`config.mk`:
```
export PLATFORM = sky130hd
export DESIGN_NAME = serdes_frame_arbiter_flat
export DESIGN_NICKNAME = d
export VERILOG_FILES = /design/src/rtl/serdes_frame_arbiter_if.sv /design/src/rtl/serdes_frame_arbiter.sv /design/src/flat_wrapper.sv
export SDC_FILE = /design/constraint.sdc
export NUM_CORES = 1
export LEC_CHECK = 0
export CORE_AREA = 3 3 81 83
export CTS_CLUSTER_SIZE = 20
export DETAILED_ROUTE_END_ITERATION = 8
export DIE_AREA = 0 0 84 86
export GPL_TIMING_DRIVEN = 0
export PLACE_DENSITY = 0.85
export SYNTH_ARGS = -nofsm -noshare
export SYNTH_HDL_FRONTEND = slang
export SYNTH_SLANG_ARGS = --single-unit
```
`constraint.sdc`:
```
create_clock -name clk -period 4 [get_ports clk]
set_input_delay 0.8 -clock clk [delete_from_list [all_inputs] [get_ports clk]]
set_output_delay 0.8 -clock clk [all_outputs]
set_load 0.005 [all_outputs]
```
`src/rtl/serdes_frame_arbiter_if.sv`:
```
// Handshake bundle between the serial requesters, the shared deserializer
// input and the frame-tag consumer of serdes_frame_arbiter.
interface serdes_frame_arbiter_if #(
    parameter int N_REQ     = 4,
    parameter int BIT_WIDTH = 32
);
    localparam int ID_W = $clog2(N_REQ);

    logic [N_REQ-1:0]                req_val;
    logic [N_REQ-1:0]                req_rdy;
    logic [N_REQ-1:0][BIT_WIDTH-1:0] req_msg;
    logic                            des_val;
    logic                            des_rdy;
    logic [BIT_WIDTH-1:0]            des_msg;
    logic                            busy;
    logic                            tag_val;
    logic                            tag_rdy;
    logic [ID_W-1:0]                 tag_id;

    modport master (
        output req_val, req_msg, des_rdy, tag_rdy,
        input  req_rdy, des_val, des_msg, busy, tag_val, tag_id
    );

    modport slave (
        input  req_val, req_msg, des_rdy, tag_rdy,
        output req_rdy, des_val, des_msg, busy, tag_val, tag_id
    );
endinterface

```
`src/rtl/serdes_frame_arbiter.sv`:
```
// Frame-granular arbiter sharing one deserializer between N_REQ requesters, with an
// owner-tag FIFO. Define SERDES_FRAME_ARB_FIXED_PRIO_EN for lowest-index-wins arbitration.
module serdes_frame_arbiter #(
    parameter int N_REQ     = 4,
    parameter int N_SAMPLES = 8,
    parameter int BIT_WIDTH = 32,
    parameter int TAG_DEPTH = 2
) (
    input  logic                 clk,
    input  logic                 reset,
    serdes_frame_arbiter_if.slave bus
);
    localparam int ID_W  = $clog2(N_REQ);
    localparam int CNT_W = $clog2(N_SAMPLES + 1);
    localparam int PTR_W = (TAG_DEPTH > 1) ? $clog2(TAG_DEPTH) : 1;
    localparam int OCC_W = $clog2(TAG_DEPTH + 1);

    typedef enum logic {IDLE, LOCK} state_t;

    state_t           state, state_nxt;
    logic [ID_W-1:0]  owner, owner_nxt;
    logic [CNT_W-1:0] beat_cnt, beat_cnt_nxt;

    logic [ID_W-1:0]  tag_mem [TAG_DEPTH];
    logic [PTR_W-1:0] rd_ptr, wr_ptr;
    logic [OCC_W-1:0] tag_cnt;
    logic             fifo_full, tag_val_i, push, pop;
    logic [ID_W-1:0]  push_id;

    logic [ID_W-1:0]  arb_start, winner, sel;
    logic             winner_found;
    logic             des_val_c;
    logic [N_REQ-1:0] req_rdy_c;

    function automatic logic [PTR_W-1:0] ptr_inc(input logic [PTR_W-1:0] p);
        return (p == PTR_W'(TAG_DEPTH - 1)) ? '0 : p + PTR_W'(1);
    endfunction

`ifdef SERDES_FRAME_ARB_FIXED_PRIO_EN
    assign arb_start = '0;
`else
    logic [ID_W-1:0] rr_ptr;

    // The frame after a completed one starts its search just past that frame's owner.
    always_ff @(posedge clk) begin
        if (!reset)
            rr_ptr <= '0;
        else if (push)
            rr_ptr <= (push_id == ID_W'(N_REQ - 1)) ? '0 : push_id + ID_W'(1);
    end

    assign arb_start = rr_ptr;
`endif

    always_comb begin
        logic [ID_W-1:0] idx;
        idx          = '0;
        winner_found = 1'b0;
        winner       = '0;
        for (int k = 0; k < N_REQ; k++) begin
            idx = ID_W'((int'(arb_start) + k) % N_REQ);
            if (!winner_found && bus.req_val[idx]) begin
                winner_found = 1'b1;
                winner       = idx;
            end
        end
    end

    assign fifo_full = (tag_cnt == OCC_W'(TAG_DEPTH));
    assign tag_val_i = (tag_cnt != '0);
    assign pop       = tag_val_i & bus.tag_rdy;

    // NOTE: every signal written here gets a default first, so no path can leave one unassigned and infer a latch.
    always_comb begin
        state_nxt    = state;
        owner_nxt    = owner;
        beat_cnt_nxt = beat_cnt;
        sel          = owner;
        push         = 1'b0;
        push_id      = owner;
        des_val_c    = 1'b0;
        req_rdy_c    = '0;
        unique case (state)
            IDLE: begin
                if (winner_found && !fifo_full) begin
                    sel               = winner;
                    push_id           = winner;
                    des_val_c         = 1'b1;
                    req_rdy_c[winner] = bus.des_rdy;
                    if (bus.des_rdy) begin
                        owner_nxt = winner;
                        if (N_SAMPLES == 1) begin
                            push = 1'b1;
                        end else begin
                            beat_cnt_nxt = CNT_W'(1);
                            state_nxt    = LOCK;
                        end
                    end
                end
            end
            LOCK: begin
                des_val_c        = bus.req_val[owner];
                req_rdy_c[owner] = bus.des_rdy;
                if (bus.req_val[owner] && bus.des_rdy) begin
                    if (beat_cnt == CNT_W'(N_SAMPLES - 1)) begin
                        push         = 1'b1;
                        beat_cnt_nxt = '0;
                        state_nxt    = IDLE;
                    end else begin
                        beat_cnt_nxt = beat_cnt + CNT_W'(1);
                    end
                end
            end
            default: state_nxt = IDLE;
        endcase
    end

    // NOTE: sequential state uses non-blocking assignments so all flops see pre-edge values.
    always_ff @(posedge clk) begin
        if (!reset) begin
            state    <= IDLE;
            owner    <= '0;
            beat_cnt <= '0;
            rd_ptr   <= '0;
            wr_ptr   <= '0;
            tag_cnt  <= '0;
        end else begin
            state    <= state_nxt;
            owner    <= owner_nxt;
            beat_cnt <= beat_cnt_nxt;
            if (push)
                wr_ptr <= ptr_inc(wr_ptr);
            if (pop)
                rd_ptr <= ptr_inc(rd_ptr);
            case ({push, pop})
                2'b10:   tag_cnt <= tag_cnt + OCC_W'(1);
                2'b01:   tag_cnt <= tag_cnt - OCC_W'(1);
                default: tag_cnt <= tag_cnt;
            endcase
        end
    end

    // NOTE: tag storage has no reset; tag_cnt alone marks which entries are meaningful.
    always_ff @(posedge clk) begin
        if (push)
            tag_mem[wr_ptr] <= push_id;
    end

    assign bus.des_val = reset & des_val_c;
    assign bus.req_rdy = reset ? req_rdy_c : '0;
    assign bus.des_msg = bus.req_msg[sel];
    assign bus.busy    = reset & (state == LOCK);
    assign bus.tag_val = reset & tag_val_i;
    assign bus.tag_id  = (reset && tag_val_i) ? tag_mem[rd_ptr] : '0;
endmodule

```
`src/flat_wrapper.sv`:
```
// flat-port wrapper written by rule: the top's interface ports become plain ports
module serdes_frame_arbiter_flat 
#(
    parameter int N_REQ     = 4,
    parameter int N_SAMPLES = 8,
    parameter int BIT_WIDTH = 32,
    parameter int TAG_DEPTH = 2
)
  (clk, reset, bus_req_val, bus_req_msg, bus_des_rdy, bus_tag_rdy, bus_req_rdy, bus_des_val, bus_des_msg, bus_busy, bus_tag_val, bus_tag_id);
  serdes_frame_arbiter_if #(.N_REQ(N_REQ), .BIT_WIDTH(BIT_WIDTH)) bus_i ();
  input  logic clk;
  input  logic reset;
  input wire logic [$bits(bus_i.req_val)-1:0] bus_req_val;
  input wire logic [$bits(bus_i.req_msg)-1:0] bus_req_msg;
  input wire logic [$bits(bus_i.des_rdy)-1:0] bus_des_rdy;
  input wire logic [$bits(bus_i.tag_rdy)-1:0] bus_tag_rdy;
  output wire logic [$bits(bus_i.req_rdy)-1:0] bus_req_rdy;
  output wire logic [$bits(bus_i.des_val)-1:0] bus_des_val;
  output wire logic [$bits(bus_i.des_msg)-1:0] bus_des_msg;
  output wire logic [$bits(bus_i.busy)-1:0] bus_busy;
  output wire logic [$bits(bus_i.tag_val)-1:0] bus_tag_val;
  output wire logic [$bits(bus_i.tag_id)-1:0] bus_tag_id;
  assign bus_i.req_val = bus_req_val;
  assign bus_i.req_msg = bus_req_msg;
  assign bus_i.des_rdy = bus_des_rdy;
  assign bus_i.tag_rdy = bus_tag_rdy;
  assign bus_req_rdy = bus_i.req_rdy;
  assign bus_des_val = bus_i.des_val;
  assign bus_des_msg = bus_i.des_msg;
  assign bus_busy = bus_i.busy;
  assign bus_tag_val = bus_i.tag_val;
  assign bus_tag_id = bus_i.tag_id;
  serdes_frame_arbiter #(.N_REQ(N_REQ), .N_SAMPLES(N_SAMPLES), .BIT_WIDTH(BIT_WIDTH), .TAG_DEPTH(TAG_DEPTH)) u_core (.clk(clk), .reset(reset), .bus(bus_i));
endmodule
```
* Yosys cells after proc, flatten, opt, wreduce, memory -nomap -nowiden *
Memories as Yosys holds them, arrays and structs flattened. A register that Yosys moved wholly into a read port is not among the register bits.
Cells that the tools add are included.

storage, ports and cells
  register bits = 13
  bits in writable memories = 4
  input bits = 136
  logic and storage cells = 110
  memories = 1

memories
  name            depth  bits a word  read ports  clocked after Yosys merged registers in  write ports  RTL line                    RTL
  u_core.tag_mem  2      2            1           1                                        1            serdes_frame_arbiter.sv:24  logic [ID_W-1:0] tag_mem [TAG_DEPTH];

cells by class
  $add $sub $neg = 9
  magnitude comparators = 9
  equality and inequality tests = 8
  multiplexer cells = 53
  bitwise logic cells = 7
  reduce and logical (&&, ||, !) cells = 16

operators with widths
  kind                                                                number
  binary-select mux 32 bit (select 2 bit)                             1
  2-to-1 mux 32 bit                                                   1
  2-to-1 mux 1 bit                                                    25
  2-to-1 mux 4 bit                                                    6
  < comparator 2 x 3 -> 1 bit (second input constant)                 7
  2-to-1 mux 2 bit                                                    8
  one-hot mux 4 bit (2 select lines)                                  2
  binary-select mux 1 bit (select 2 bit)                              5
  AND 4 bit                                                           2
  logical AND 1 bit                                                   8
  adder 2 x 1 -> 2 bit (second input constant)                        3
  == test 2 bit (second input constant)                               3
  AND reduction 3 bit                                                 2
  adder 2 bit (second input constant)                                 2
  adder 4 x 1 -> 4 bit (second input constant)                        1
  AND 1 bit                                                           4
  demux 1 bit (select 2 bit)                                          2
  == test 4 x 3 -> 1 bit (second input constant)                      1
  greater-or-equal comparator 2 x 1 -> 1 bit (second input constant)  2
  logical NOT 1 bit                                                   4
  != test 2 bit (second input constant)                               2
  one-hot mux 1 bit (2 select lines)                                  2
  one-hot mux 2 bit (2 select lines)                                  1
  nonzero test 2 bit                                                  2
  other kinds (5)                                                     6

* Longest topological paths before layout *
  word-level depth = 20
  gate-level depth with buffers = 10
  depth with buffers taken out = 8

* Worst setup path before layout *
Ideal clock, no wire load.

  path kind = input to output
  start point = in bus_req_val[0]
  end point = out bus_des_msg[0]
  arrival = 2.300 ns
  setup slack = 0.900 ns
  stages on the path = 8
  path buffers = 2
  cells stage by stage = or4_4 and3_4 o32a_1 inv_2 buf_6 buf_4 nand2_1 a32oi_1

on the way
  cells in the longest elaborated chain, start to end = 17
  elaborated cells on any way between the ends = 27
  classes of those cells = 20 x mux; 7 x reduce/logical

RTL lines
  element                                    RTL line                     RTL
  start, declared                            flat_wrapper.sv:13           input wire logic [$bits(bus_i.req_val)-1:0] bus_req_val;
  binary-select mux 1 bit (select 2 bit)     serdes_frame_arbiter.sv:62   if (!winner_found && bus.req_val[idx]) begin
  2-to-1 mux 1 bit (not written as such)     serdes_frame_arbiter.sv:62
  2-to-1 mux 1 bit                           serdes_frame_arbiter.sv:62
  logical NOT 1 bit                          serdes_frame_arbiter.sv:62
  logical AND 1 bit                          serdes_frame_arbiter.sv:62
  2-to-1 mux 1 bit                           serdes_frame_arbiter.sv:62
  logical NOT 1 bit                          serdes_frame_arbiter.sv:62
  logical AND 1 bit                          serdes_frame_arbiter.sv:62
  2-to-1 mux 1 bit                           serdes_frame_arbiter.sv:62
  logical NOT 1 bit                          serdes_frame_arbiter.sv:62
  logical AND 1 bit                          serdes_frame_arbiter.sv:62
  2-to-1 mux 1 bit                           serdes_frame_arbiter.sv:62
  logical AND 1 bit                          serdes_frame_arbiter.sv:85   if (winner_found && !fifo_full) begin
  2-to-1 mux 2 bit *                         serdes_frame_arbiter.sv:85
  2-to-1 mux 2 bit *                         serdes_frame_arbiter.sv:83   unique case (state)
  binary-select mux 32 bit (select 2 bit) *  serdes_frame_arbiter.sv:151  assign bus.des_msg = bus.req_msg[sel];
  2-to-1 mux 32 bit (not written as such) *  serdes_frame_arbiter.sv:151
  end, declared                              flat_wrapper.sv:19           output wire logic [$bits(bus_i.des_msg)-1:0] bus_des_msg;

Mark *: on every way between the ends. The rest lies on a longest branch, timed or not. The select of a mux whose other input is x is not followed.

* Worst setup path in the final report *
  start point = in bus_req_val[1]
  end point = out bus_des_msg[11]

The elaborated chain is that of the path after synthesis.

==> out/qor.yml <==
grt_pass1_vias: 2965
rr_startpoint: "u_core.owner[0]"
grt_pass1_wl_um: 13500
port_buffers: 176
grt_max_degree: 13
netlist.area_leader.share_pct: 19.8
fmax_mhz: 263
placement_rows: 28
cts_tree: "yes"
yosysMostFrequentCell: "nand2_1"
min_period_over_period_pct: 95.2
place_area_mm2: 0.00384
synth-seq-area-share_pct: 20.2
drive_gt1_share_pct: 6.75
first_pass_iters: 4
core_mm2: 0.00592
hold_class: "reg2reg"
dpl.hpwl_um: 7060
die_h_um: 86
syn_to_final_growth_pct: 100
cts_buffer_depth: 2
root_buffer: "clkbuf_8"
status: "finished, final reports clean"
final_area_mm2: 0.00398
p_leak_nw: 1.68
final_max_slew_viol_count: 0
worstMarginPinSlew_ns: 0.593
timing.critical_path.to: "bus_des_msg[11]"
worstRegToRegCells: 8
gp_congestion: 0.881
fin_cells: 564
setup_viol: 0
place_ws_ns: -0.345
synth.distinct_cells: 43
die_w_um: 84
end_kind: "output pin"
via_per_inst: 5.33
die-area_mm2: 0.00722
clock_latency_ns: 0.25
synth_edf_count: 4
cts_buffers: 3
synth_area_mm2: 0.00199
nets: 629
finalHoldViolations: 0
slew-limit-headroom_pct: 60.1
start_util_pct: 33.6
arrival_ns: 3.01
avgRoutedWirePerCell_um: 15.9
synth_top_area_cell: "nand2_1"
critPathKind: "in2out"
synth_area_per_cell_um2: 6.47
power_density_mw_per_mm2: 187
cp_max_fo: 10
rr_endpoint: "u_core.tag_cnt[1]"
wl_um: 8980
synth-seq-cells: 18
r2r_slack_ns: 1.49
grt.total_usage_pct: 22.4
n_antenna_cell: 0
setup_slack_ns: 0.190
whs_ns: 0.503
vias: 3004
synth.top_cells.by_count: "nand2_1 (105), a21oi_1 (41), a32oi_1 (32)"
h-tree-depth: 1
syn_inst: 307
start_kind: "input pin"
ys_warn_count: 0
cp-startpoint: "bus_req_val[1]"
rsz0062_at_grt: "no"
finalCriticalPeriod_ns: 3.81
worstHoldStart: "u_core.beat_cnt[1]"
ir_drop_uv: 98.6
ys_top_cells_by_area: "nand2_1 (20%), a32oi_1 (14%), dfxtp_1 (14%)"
finClkSkew_ns: 0.00129
ys.flop_type: "dfxtp_1"
drcViolationCount: 0
cts_num_sinks: 18
ios: 177
dp_cells: 558
cp.required_ns: 3.20
drt-initial-drc-count: 127
drtAntennaViolNets: 0
cts.clk_slew.worst_paths_ns: 0.07
syn_nets: 446
async_flop_share_pct: 0
overflow: 0
antenna_found_initial: 0
drv_cap: 0
## worst max-delay path: stages
cell	delay (ns)
dlygate4sd2_1	0.29
or4_4	0.55
and3_4	0.20
o32a_1	0.21
inv_2	0.09
buf_8	0.15
buf_6	0.15
nand2_1	0.07
a32oi_1	0.24
dlygate4sd2_1	0.27
## power by group
group          internal [mW]  leakage, nW  switching [mW]
clock network         0.0682       0.0231          0.0597
logic                  0.255         1.51           0.170
registers              0.188        0.150         0.00183
## placed cells by master, fill, tap and decap left out, drive strengths merged, types with 3 or more instances in the layout
master	Yosys	final
dlymetal6s2s	0	14
ha	3	3
inv	10	10
xnor2	3	3
a31oi	3	3
nor3	4	4
a32oi	32	32
nor2	13	13
edfxtp	4	4
nand2	105	105
mux2i	4	4
dfxtp	14	14
clkdlybuf4s50	0	140
o21ai	4	4
buf	21	22
o21a	3	3
nand2b	6	6
nand3	4	4
clkbuf	5	9
nand4	3	3
dlygate4sd2	0	22
and3	3	3
a21oi	41	41
and2	4	4
## layout make-up
| type | count | area [µm²] |
|---|---|---|
| sequential | 18 | 400 |
| timing repair buffer | 178 | 1780 |
| inverter | 10 | 37.5 |
| clock inverter | 1 | 3.75 |
| buffer | 26 | 205 |
| fill | 539 | 1940 |
| tap | 75 | 93.8 |
| clock buffer | 3 | 41.3 |
| multi-input combinational | 253 | 1410 |
## cells by family (layout without fill, tap and decap cells)
group	Yosys count	after routing	synth area share, %
fa+ha+maj	3	3	1.89
xor+xnor	4	4	1.76
simple gates	148	148	31.9
mux	6	6	3.72
compound gates	92	92	31.4
buf+inv	36	218	9.19
flops	18	18	20.2
## worst min path at each step
stage / to / depth (start not counted)
2_1_floorplan: u_core.beat_cnt[1] / 2
3_3_place_gp: u_core.beat_cnt[1] / 2
3_5_place_dp: u_core.beat_cnt[1] / 2
4_1_cts: u_core.beat_cnt[1] / 2
5_1_grt: u_core.beat_cnt[3] / 2
6_report: u_core.beat_cnt[1] / 2
## metal layers
layer | vias to the layer above | share of wire (%) | track usage, % | wire length (µm)
met5 | - | 0 | 0 | 0
met4 | 0 | 1.6 | 5.99 | 146
met3 | 14 | 7.8 | 5.67 | 701
met2 | 153 | 50 | 40.6 | 4480
met1 | 1368 | 41 | 26.3 | 3640
li1 | 1469 | - | - | -
## flip-flops by register name, summed over array words and instances (netlist names), named ones only
| signal | cells |
|---|---|
| u_core.arb_start | 2 |
| u_core.beat_cnt | 4 |
| u_core.rd_ptr | 1 |
| u_core.wr_ptr | 1 |
| u_core.owner | 2 |
| u_core.state | 1 |
| u_core.tag_cnt | 2 |
| u_core.tag_mem | 4 |
## timing repair
| action | 4_1_cts | 5_1_grt |
|---|---|---|
| buffers inserted | 2 | 0 |
| gates resized for setup | 37 | 20 |
| pin swaps | 1 | 2 |
| endpoints found under the setup margin | 32 | 13 |
| hold buffers | 0 | 0 |
## metrics by stage
step	setup TNS (ns)	utilization [%]	power, mW
6_report	0	67.2	0.743
4_1_cts	-1.05	66.2	0.747
2_1_floorplan	0	-	0.353
3_5_place_dp	-9.45	64.9	0.629
5_1_grt	0	67.2	0.786
3_3_place_gp	-9.00	64.9	0.625
Note: power is estimated with default switching activity, not from simulation.
==> RTL change, RTL diff (same flow settings) <==
`N_REQ` is set to 4 in 3 places; all go to 8.
--- a/src/rtl/serdes_frame_arbiter_if.sv
+++ b/src/rtl/serdes_frame_arbiter_if.sv
@@ -2,5 +2,5 @@
 // input and the frame-tag consumer of serdes_frame_arbiter.
 interface serdes_frame_arbiter_if #(
-    parameter int N_REQ     = 4,
+    parameter int N_REQ     = 8,
     parameter int BIT_WIDTH = 32
 );
--- a/src/rtl/serdes_frame_arbiter.sv
+++ b/src/rtl/serdes_frame_arbiter.sv
@@ -2,5 +2,5 @@
 // owner-tag FIFO. Define SERDES_FRAME_ARB_FIXED_PRIO_EN for lowest-index-wins arbitration.
 module serdes_frame_arbiter #(
-    parameter int N_REQ     = 4,
+    parameter int N_REQ     = 8,
     parameter int N_SAMPLES = 8,
     parameter int BIT_WIDTH = 32,
--- a/src/flat_wrapper.sv
+++ b/src/flat_wrapper.sv
@@ -2,5 +2,5 @@
 module serdes_frame_arbiter_flat 
 #(
-    parameter int N_REQ     = 4,
+    parameter int N_REQ     = 8,
     parameter int N_SAMPLES = 8,
     parameter int BIT_WIDTH = 32,
Interface: changed (resized bus_req_msg, bus_req_rdy, bus_req_val and bus_tag_id); port bits go from 177 to 314. No check against the original RTL was run, so the function may have changed too.
==> RTL change against the original RTL <==
- the flow now stops in 3_1_place_gp_skip_io
- area after synthesis grew to 2.8 times the old value
==> RTL change: results (changes against the original RTL) <==
qor: run_status.outcome aborted with a tool error
qor: run_status.haltStage 3_1_place_gp_skip_io
qor: run_status.run.stop_error [ERROR GPL-0301] Utilization 127.896 % exceeds 100%.
qor: synth.synth-main-ff-cell sky130_fd_sc_hd__dfxtp_1
qor: synth.synth.net_count 1030 [+130%]
qor: synth.synth_seq_area_share 0.0886 [-0.113]
qor: synth.ff_latch_count_synth 22 [+4]
qor: synth.synth_enable_flop_cells 6 [+2]
qor: synth.ys.warnings.count 0 [unchanged]
qor: synth.synth.avg_cell_area 7.48 um^2 [+16%]
qor: synth.yosys-top-cells-count 256 x sky130_fd_sc_hd__a2111oi_0, 136 x sky130_fd_sc_hd__inv_1, 72 x sky130_fd_sc_hd__clkbuf_1, 33 x sky130_fd_sc_hd__nor4_1, 21 x sky130_fd_sc_hd__buf_2
qor: synth.ys_types 64 [+49%]
qor: synth.synth.area.top_cells sky130_fd_sc_hd__a2111oi_0 40%, sky130_fd_sc_hd__inv_1 9.0%, sky130_fd_sc_hd__dfxtp_1 5.7%, sky130_fd_sc_hd__clkbuf_1 4.8%, sky130_fd_sc_hd__mux4_2 4.4%
qor: synth.synthArstFlopShare 0 [unchanged]
## RTL change: logic make-up after synthesis
family          count (synthesis)  synth area share
mux                            39            0.0965
simple gates                  111             0.113
xor+xnor                        5           0.00775
compound gates                323             0.488
buf+inv                       250             0.193
fa+ha+maj                       6            0.0133
flops                          22            0.0886
